File: src/rtl/mesh_rasterizer_if.sv
// mesh_rasterizer_if: pixel stream from the rasterizer to the framebuffer.
// The master drives coordinates, tag and valid; the slave drives ready.
interface mesh_rasterizer_if #(
    parameter int COORD_WIDTH = 32,
    parameter int TRI_AW      = 6
);
    logic signed [COORD_WIDTH-1:0] pix_x;
    logic signed [COORD_WIDTH-1:0] pix_y;
    logic [TRI_AW-1:0]             pix_tri;
    logic                          pix_valid;
    logic                          pix_ready;

    modport master (
        output pix_x, pix_y, pix_tri, pix_valid,
        input  pix_ready
    );

    modport slave (
        input  pix_x, pix_y, pix_tri, pix_valid,
        output pix_ready
    );
endinterface

File: src/rtl/mesh_rasterizer.sv
// mesh_rasterizer: walks a triangle list through an external projector and
// scan filler, culls off-screen triangles and streams on-screen pixels.
module mesh_rasterizer #(
    parameter int  COORD_WIDTH = 32,
    parameter int  FRAC_BITS   = 16,
    parameter int  MAX_TRIS    = 64,
    parameter int  SCREEN_W    = 320,
    parameter int  SCREEN_H    = 180,
    localparam int TRI_AW      = $clog2(MAX_TRIS),
    localparam int VW          = 9 * COORD_WIDTH
) (
    input  logic                          clk_in,
    input  logic                          rst_n_in,
    input  logic                          start,
    input  logic [TRI_AW:0]               tri_count,
    output logic [TRI_AW-1:0]             tri_addr,
    output logic                          tri_rd_en,
    input  logic [VW-1:0]                 tri_data,
    output logic                          proj_start,
    output logic [VW-1:0]                 proj_verts,
    input  logic [VW-1:0]                 proj_result,
    input  logic                          proj_valid,
    input  logic                          proj_done,
    output logic                          fill_start,
    output logic signed [COORD_WIDTH-1:0] fill_x0,
    output logic signed [COORD_WIDTH-1:0] fill_y0,
    output logic signed [COORD_WIDTH-1:0] fill_x1,
    output logic signed [COORD_WIDTH-1:0] fill_y1,
    output logic signed [COORD_WIDTH-1:0] fill_x2,
    output logic signed [COORD_WIDTH-1:0] fill_y2,
    output logic                          fill_oe,
    input  logic signed [COORD_WIDTH-1:0] fill_x,
    input  logic signed [COORD_WIDTH-1:0] fill_y,
    input  logic                          fill_drawing,
    input  logic                          fill_done,
    mesh_rasterizer_if.master             pix,
    output logic                          busy,
    output logic                          done,
    output logic [TRI_AW:0]               tris_drawn,
    output logic [TRI_AW:0]               tris_culled
);
    localparam int CW = COORD_WIDTH;

    typedef logic signed [CW-1:0] coord_t;

    localparam coord_t          ZERO = '0;
    localparam coord_t          SW   = coord_t'(SCREEN_W);
    localparam coord_t          SH   = coord_t'(SCREEN_H);
    localparam logic [TRI_AW:0] MAXC = (TRI_AW + 1)'(MAX_TRIS);

    typedef enum logic [2:0] {
        IDLE, FETCH, WAIT_MEM, PROJECT, CULL, DRAW, NEXT, FINISH
    } state_t;

    state_t            state;
    state_t            state_nx;
    logic [TRI_AW:0]   count_q;
    logic [TRI_AW-1:0] index;
    logic              cull;
    logic              in_bounds;
    logic              pix_valid_c;
    coord_t            nx0, ny0, nx1, ny1, nx2, ny2;
    logic              unused_z;

    function automatic coord_t to_pix(input coord_t v);
        return v >>> FRAC_BITS;
    endfunction

    assign nx0 = to_pix(proj_result[0*CW +: CW]);
    assign ny0 = to_pix(proj_result[1*CW +: CW]);
    assign nx1 = to_pix(proj_result[3*CW +: CW]);
    assign ny1 = to_pix(proj_result[4*CW +: CW]);
    assign nx2 = to_pix(proj_result[6*CW +: CW]);
    assign ny2 = to_pix(proj_result[7*CW +: CW]);

    // Depth is not used by the 2D filler.
    assign unused_z = ^{proj_result[2*CW +: CW],
                        proj_result[5*CW +: CW],
                        proj_result[8*CW +: CW]};

    assign cull =
        ((fill_x0 <  ZERO) && (fill_x1 <  ZERO) && (fill_x2 <  ZERO)) ||
        ((fill_x0 >= SW)   && (fill_x1 >= SW)   && (fill_x2 >= SW))   ||
        ((fill_y0 <  ZERO) && (fill_y1 <  ZERO) && (fill_y2 <  ZERO)) ||
        ((fill_y0 >= SH)   && (fill_y1 >= SH)   && (fill_y2 >= SH));

    assign in_bounds = (fill_x >= ZERO) && (fill_x < SW) &&
                       (fill_y >= ZERO) && (fill_y < SH);

    assign tri_addr      = index;
    assign busy          = (state != IDLE) && (state != FINISH);
    assign done          = (state == FINISH);
    assign pix.pix_x     = fill_x;
    assign pix.pix_y     = fill_y;
    assign pix.pix_tri   = index;
    assign pix.pix_valid = pix_valid_c;

    // State register.
    always_ff @(posedge clk_in or negedge rst_n_in) begin
        if (!rst_n_in) state <= IDLE;
        else           state <= state_nx;
    end

    // Next-state decode and per-state strobes.
    always_comb begin
        state_nx    = state;
        tri_rd_en   = 1'b0;
        fill_start  = 1'b0;
        fill_oe     = 1'b0;
        pix_valid_c = 1'b0;
        case (state)
            IDLE: begin
                if (start) state_nx = (tri_count == '0) ? FINISH : FETCH;
            end
            FETCH: begin
                tri_rd_en = 1'b1;
                state_nx  = WAIT_MEM;
            end
            WAIT_MEM: state_nx = PROJECT;
            PROJECT: begin
                if (proj_done) state_nx = proj_valid ? CULL : NEXT;
            end
            CULL: begin
                if (cull) begin
                    state_nx = NEXT;
                end else begin
                    fill_start = 1'b1;
                    state_nx   = DRAW;
                end
            end
            DRAW: begin
                fill_oe     = pix.pix_ready;
                pix_valid_c = fill_drawing && in_bounds;
                if (fill_done) state_nx = NEXT;
            end
            NEXT: begin
                if (({1'b0, index} + 1'b1) == count_q) state_nx = FINISH;
                else                                   state_nx = FETCH;
            end
            FINISH:  state_nx = IDLE;
            default: state_nx = IDLE;
        endcase
    end

    // Frame bookkeeping, vertex capture and converted coordinates.
    always_ff @(posedge clk_in or negedge rst_n_in) begin
        if (!rst_n_in) begin
            count_q     <= '0;
            index       <= '0;
            tris_drawn  <= '0;
            tris_culled <= '0;
            proj_verts  <= '0;
            proj_start  <= 1'b0;
            fill_x0     <= '0;
            fill_y0     <= '0;
            fill_x1     <= '0;
            fill_y1     <= '0;
            fill_x2     <= '0;
            fill_y2     <= '0;
        end else begin
            proj_start <= (state == WAIT_MEM);
            case (state)
                IDLE: begin
                    if (start) begin
                        count_q     <= (tri_count > MAXC) ? MAXC : tri_count;
                        index       <= '0;
                        tris_drawn  <= '0;
                        tris_culled <= '0;
                    end
                end
                WAIT_MEM: proj_verts <= tri_data;
                PROJECT: begin
                    if (proj_done) begin
                        if (!proj_valid) begin
                            tris_culled <= tris_culled + 1'b1;
                        end else begin
                            fill_x0 <= nx0;
                            fill_y0 <= ny0;
                            fill_x1 <= nx1;
                            fill_y1 <= ny1;
                            fill_x2 <= nx2;
                            fill_y2 <= ny2;
                        end
                    end
                end
                CULL: begin
                    if (cull) tris_culled <= tris_culled + 1'b1;
                end
                DRAW: begin
                    if (fill_done) tris_drawn <= tris_drawn + 1'b1;
                end
                NEXT:    index <= index + 1'b1;
                default: ;
            endcase
        end
    end
endmodule
File: src/flat_wrapper.sv
// flat-port wrapper written by rule: the top's interface ports become plain ports
module mesh_rasterizer_flat 
#(
    parameter int  COORD_WIDTH = 32,
    parameter int  FRAC_BITS   = 16,
    parameter int  MAX_TRIS    = 64,
    parameter int  SCREEN_W    = 320,
    parameter int  SCREEN_H    = 180,
    localparam int TRI_AW      = $clog2(MAX_TRIS),
    localparam int VW          = 9 * COORD_WIDTH
)
  (clk_in, rst_n_in, start, tri_count, tri_addr, tri_rd_en, tri_data, proj_start, proj_verts, proj_result, proj_valid, proj_done, fill_start, fill_x0, fill_y0, fill_x1, fill_y1, fill_x2, fill_y2, fill_oe, fill_x, fill_y, fill_drawing, fill_done, busy, done, tris_drawn, tris_culled, pix_pix_x, pix_pix_y, pix_pix_tri, pix_pix_valid, pix_pix_ready);
  mesh_rasterizer_if #(.COORD_WIDTH(COORD_WIDTH)) pix_i ();
  input  logic clk_in;
  input  logic rst_n_in;
  input  logic start;
  input  logic [TRI_AW:0] tri_count;
  output logic [TRI_AW-1:0] tri_addr;
  output logic tri_rd_en;
  input  logic [VW-1:0] tri_data;
  output logic proj_start;
  output logic [VW-1:0] proj_verts;
  input  logic [VW-1:0] proj_result;
  input  logic proj_valid;
  input  logic proj_done;
  output logic fill_start;
  output logic signed [COORD_WIDTH-1:0] fill_x0;
  output logic signed [COORD_WIDTH-1:0] fill_y0;
  output logic signed [COORD_WIDTH-1:0] fill_x1;
  output logic signed [COORD_WIDTH-1:0] fill_y1;
  output logic signed [COORD_WIDTH-1:0] fill_x2;
  output logic signed [COORD_WIDTH-1:0] fill_y2;
  output logic fill_oe;
  input  logic signed [COORD_WIDTH-1:0] fill_x;
  input  logic signed [COORD_WIDTH-1:0] fill_y;
  input  logic fill_drawing;
  input  logic fill_done;
  output logic busy;
  output logic done;
  output logic [TRI_AW:0] tris_drawn;
  output logic [TRI_AW:0] tris_culled;
  output wire logic [$bits(pix_i.pix_x)-1:0] pix_pix_x;
  output wire logic [$bits(pix_i.pix_y)-1:0] pix_pix_y;
  output wire logic [$bits(pix_i.pix_tri)-1:0] pix_pix_tri;
  output wire logic [$bits(pix_i.pix_valid)-1:0] pix_pix_valid;
  input wire logic [$bits(pix_i.pix_ready)-1:0] pix_pix_ready;
  assign pix_pix_x = pix_i.pix_x;
  assign pix_pix_y = pix_i.pix_y;
  assign pix_pix_tri = pix_i.pix_tri;
  assign pix_pix_valid = pix_i.pix_valid;
  assign pix_i.pix_ready = pix_pix_ready;
  mesh_rasterizer #(.COORD_WIDTH(COORD_WIDTH), .FRAC_BITS(FRAC_BITS), .MAX_TRIS(MAX_TRIS), .SCREEN_W(SCREEN_W), .SCREEN_H(SCREEN_H)) u_core (.clk_in(clk_in), .rst_n_in(rst_n_in), .start(start), .tri_count(tri_count), .tri_addr(tri_addr), .tri_rd_en(tri_rd_en), .tri_data(tri_data), .proj_start(proj_start), .proj_verts(proj_verts), .proj_result(proj_result), .proj_valid(proj_valid), .proj_done(proj_done), .fill_start(fill_start), .fill_x0(fill_x0), .fill_y0(fill_y0), .fill_x1(fill_x1), .fill_y1(fill_y1), .fill_x2(fill_x2), .fill_y2(fill_y2), .fill_oe(fill_oe), .fill_x(fill_x), .fill_y(fill_y), .fill_drawing(fill_drawing), .fill_done(fill_done), .pix(pix_i), .busy(busy), .done(done), .tris_drawn(tris_drawn), .tris_culled(tris_culled));
endmodule
File: config.mk
export PLATFORM = sky130hd
export DESIGN_NAME = mesh_rasterizer_flat
export DESIGN_NICKNAME = d
export VERILOG_FILES = /design/src/rtl/mesh_rasterizer_if.sv /design/src/rtl/mesh_rasterizer.sv /design/src/flat_wrapper.sv
export SDC_FILE = /design/constraint.sdc
export NUM_CORES = 1
export LEC_CHECK = 0
export ABC_CLOCK_PERIOD_IN_PS = 3300
export BUFFER_PORTS_ARGS = -buffer_cell sky130_fd_sc_hd__buf_4
export CORE_AREA = 2 2 483 485
export DETAILED_ROUTE_END_ITERATION = 12
export DIE_AREA = 0 0 485 487
export GPL_TIMING_DRIVEN = 0
export PLACE_DENSITY = 0.3
export SETUP_SLACK_MARGIN = 0.4
export SLEW_MARGIN = 20
export SYNTH_ARGS = -nofsm -noshare
export SYNTH_HDL_FRONTEND = slang
export SYNTH_SLANG_ARGS = --single-unit
File: constraint.sdc
create_clock -name clk_in -period 3.3 [get_ports clk_in]
set_input_delay 0.66 -clock clk_in [delete_from_list [all_inputs] [get_ports clk_in]]
set_output_delay 0.66 -clock clk_in [all_outputs]
set_load 0.03 [all_outputs]
==> summary.txt <==
Layout
  • Layout area overhead: 79.6%
  • Most frequent cells in the layout: 1206 x buf_4, 406 x dfrtp_1, 384 x mux2_1, 59 x clkbuf_16, 41 x buf_2
  • Layout Nets: approximately 3000
  • Fin cells: ~5500
  • Most common cell after layout, fill and taps aside: buf_4
  • Final Cell Area: 31500 µm²
  • Share of layout cells above drive strength 1: 0.576

Route
  • Routed WL: ~120000 µm
  • ANT nets after route: 0
  • TritonRoute pass-1 iters: 4
  • DR vias: 14600
  • Post-route DRC: 0
  • 1st-iter DRT viols: about 410
  • Routed wire per std cell: roughly 21 µm
  • Vias/cell: ~2.7

CTS
  • CTS tree: yes
  • Htree depth: 2
  • Clock buffer count from CTS: 59
  • CTS max path bufs: 3
  • Clock Sinks: between 400 and 500
  • CTS root buf: clkbuf_16
  • Worst-Skew Late Latency: roughly 0.7 ns
  • Clock slew at reported path FFs: ~0.07 ns

Floorplanning
  • Die area: ~240000 µm²
  • Die X: around 490 µm
  • Initial Util: 0.0759
  • Die height: just under 500 µm
  • I/O pin total: 1232
  • Num rows: roughly 180
  • Core box area: approximately 230000 µm²

Pwr
  • Pwr dens: approximately 1100 nW/µm²
  • Pleak: between 10 and 15 nW
  • VDD IR-drop max: 0.000562 V

Critical path
  • Reg2reg end: u_core.proj_verts[158]$_DFFE_PN0P_
  • WS Path Type: reg -> out
  • Worst setup SP type: flop
  • Max FO, Critical Path: 2
  • CP Capture Type: output port
  • Required time worst endpoint: between 2 and 3 ns
  • Worst R2R Start: u_core.state[1]$_DFFE_PN0P_
  • Cells on worst reg2reg path: 7
  • Worst endpoint data arrival time: approximately 2.6 ns
  • Flop2flop setup slack: about 0.78 ns

Placed design
  • Dpl ws: -0.533 ns
  • Routability Congestion: around 0.77
  • DP Area: 29300 µm²
  • Post-DP HPWL: just under 100000 µm
  • Placed cell count: 5323
  • Port bufs: 1031

Timing
  • Hold Slack: 0.142 ns
  • Setup Skew: approximately 0.052 ns
  • Worst slew margin: 0.618
  • Hold Fails Final Rpt: 0
  • Max-slew violation count: 0
  • Fmax: 0.309 GHz
  • Final setup vio count: 0
  • Period utilisation layout: 0.979
  • Minimum clock period: 3.23 ns
  • RSZ-0062 raised after global routing: true
  • Least-Margin Pin Slew: about 0.57 ns
  • Final setup margin: 0.0683 ns
  • Setup TNS: 0 ns

Synth
  • Mapped cell area: 17600 µm²
  • Ys flop type: dfrtp_1
  • Synth top area share: 0.591
  • Seq/Total Area, Yosys: 0.591
  • Mean Syn Cell Area: between 10 and 15 µm²
  • Async S/R FF share, synth: 1.00
  • Area contributors post-synth: dfrtp_1 59%, mux2_1 25%, buf_4 7.1%
  • Post-synthesis register bit count: between 400 and 500
  • Netlist cell types: 51
  • Yosys warnings: 0
  • Post-Synthesis Cells: 1242
  • EDFF count, synth: 0
  • Mapped Nets: 1900
  • Area leader, netlist: dfrtp_1

Hold path
  • Hold Crit Class: in -> reg
  • Hold endpoint: u_core.fill_x1[15]$_DFFE_PN0P_
  • Hold_sp: proj_result[127]
  • WHS Path Cells: 2

Global route
  • Initial antenna violation count: 75
  • Total GRT Usage: 0.0943
  • Total grt overflow: 0
  • Vias in the first global route: around 15000
  • Global-route wire length before repair: between 100000 and 150000 µm
  • Largest net degree at the start of global routing: between 70 and 80

Run status
  • Status: complete, no violations

Job
  • Max-Cap Viols: 0
-- layout make-up --
class | instances | area, µm²
Multi-Input combinational cell | 600 | 5720
Clock buffer | 88 | 1730
Tap cell | 3043 | 3810
Clock inverter | 17 | 250
Buffer | 219 | 1530
Inverter | 8 | 30.0
Antenna cell | 26 | 65.1
Fill cell | 26200 | 200000
Sequential cell | 415 | 10400
Timing Repair Buffer | 1047 | 8020
-- report_power, final --
group	total, mW	switching [mW]	internal [mW]
Sequential	9.73	2.07	7.66
Combinational	19.3	11.9	7.36
Clock	6.74	2.82	3.92
-- metrics by stage --
step | power [mW] | util
2_1_floorplan | 19.9 | -
3_3_place_gp | 29.5 | 0.126
3_5_place_dp | 29.5 | 0.127
4_1_cts | 36.8 | 0.136
5_1_grt | 37.8 | 0.136
6_report | 35.7 | 0.136
-- how the worst max path moves through the flow --
stage,to,startpoint,slack (ns),depth (start not counted)
after floorplan,pix_pix_valid,fill_x[14],0.70,4
after global placement,u_core.proj_verts[70]$_DFFE_PN0P_,rst_n_in,-4.01,1
after detailed placement,fill_start,u_core.fill_y0[15]$_DFFE_PN0P_,-0.53,4
after CTS,fill_start,u_core.fill_x2[12]$_DFFE_PN0P_,-0.1,6
after global routing,fill_start,u_core.fill_x2[10]$_DFFE_PN0P_,-0.09,6
final,fill_start,u_core.fill_x2[10]$_DFFE_PN0P_,0.07,6
-- state kept, by name (all words and copies together), names as in the netlist --
signal	flops
u_core.fill_x2	16
u_core.fill_y0	16
u_core.fill_x1	16
u_core.fill_y2	16
u_core.state	3
u_core.pix.pix_tri	6
u_core.proj_verts	288
u_core.tris_drawn	7
u_core.proj_start	1
u_core.fill_y1	16
u_core.count_q	7
u_core.fill_x0	16
u_core.tris_culled	7
-- worst max-delay path, stage by stage (launching register included) --
cell,delay (ns)
dfrtp_1,0.38
or4_4,0.55
nor3_4,0.15
a2111oi_4,0.14
a21oi_4,0.25
and3_4,0.25
buf_8,0.13
-- repair_timing --
| action | 4_1_cts | 5_1_grt |
|---|---|---|
| buffers inserted | 7 | 1 |
| endpoints found under the setup margin | 136 | 10 |
| pin swaps | 8 | 5 |
| endpoints found under the hold margin | 29 | 0 |
| hold buffers | 1 | 0 |
| resized for setup | 29 | 6 |
-- Yosys cell counts, drive strengths merged, types with 2 or more instances --
master,instances
a2111oi,2
a21oi,8
a22oi,2
a31o,2
a31oi,6
and2,3
and3,5
and4,2
buf,212
clkbuf,7
dfrtp,415
ha,3
inv,8
mux2,385
mux2i,3
nand2,31
nand2b,3
nand3,17
nand3b,7
nand4,9
nor2,22
nor3,17
nor4,16
o211a,3
o211ai,2
o21ai,23
or4,3
xnor2,5
xor2,8
-- layer usage --
metal | track usage | vias up | wire length (µm)
met2 | 0.158 | 769 | 55000
met1 | 0.0998 | 7129 | 42900
met4 | 0.0277 | 66 | 3190
met5 | 0 | - | 416
li1 | - | 6485 | -
met3 | 0.0548 | 171 | 14400
-- logic make-up (layout without fill, tap and decap cells) --
group	count (synthesis)	in the layout	share of synthesized area
AOI/OAI and AO/OA	58	58	0.0230
xor gates and xnor gates	13	13	0.00648
adders and majority gates	3	3	0.00214
buffers and inverters	227	1379	0.0873
DFF	415	415	0.591
muxes	388	388	0.249
other	0	26	0
and+or+nand+nor	138	138	0.0408
No activity file was read; power rests on OpenSTA's default activity.
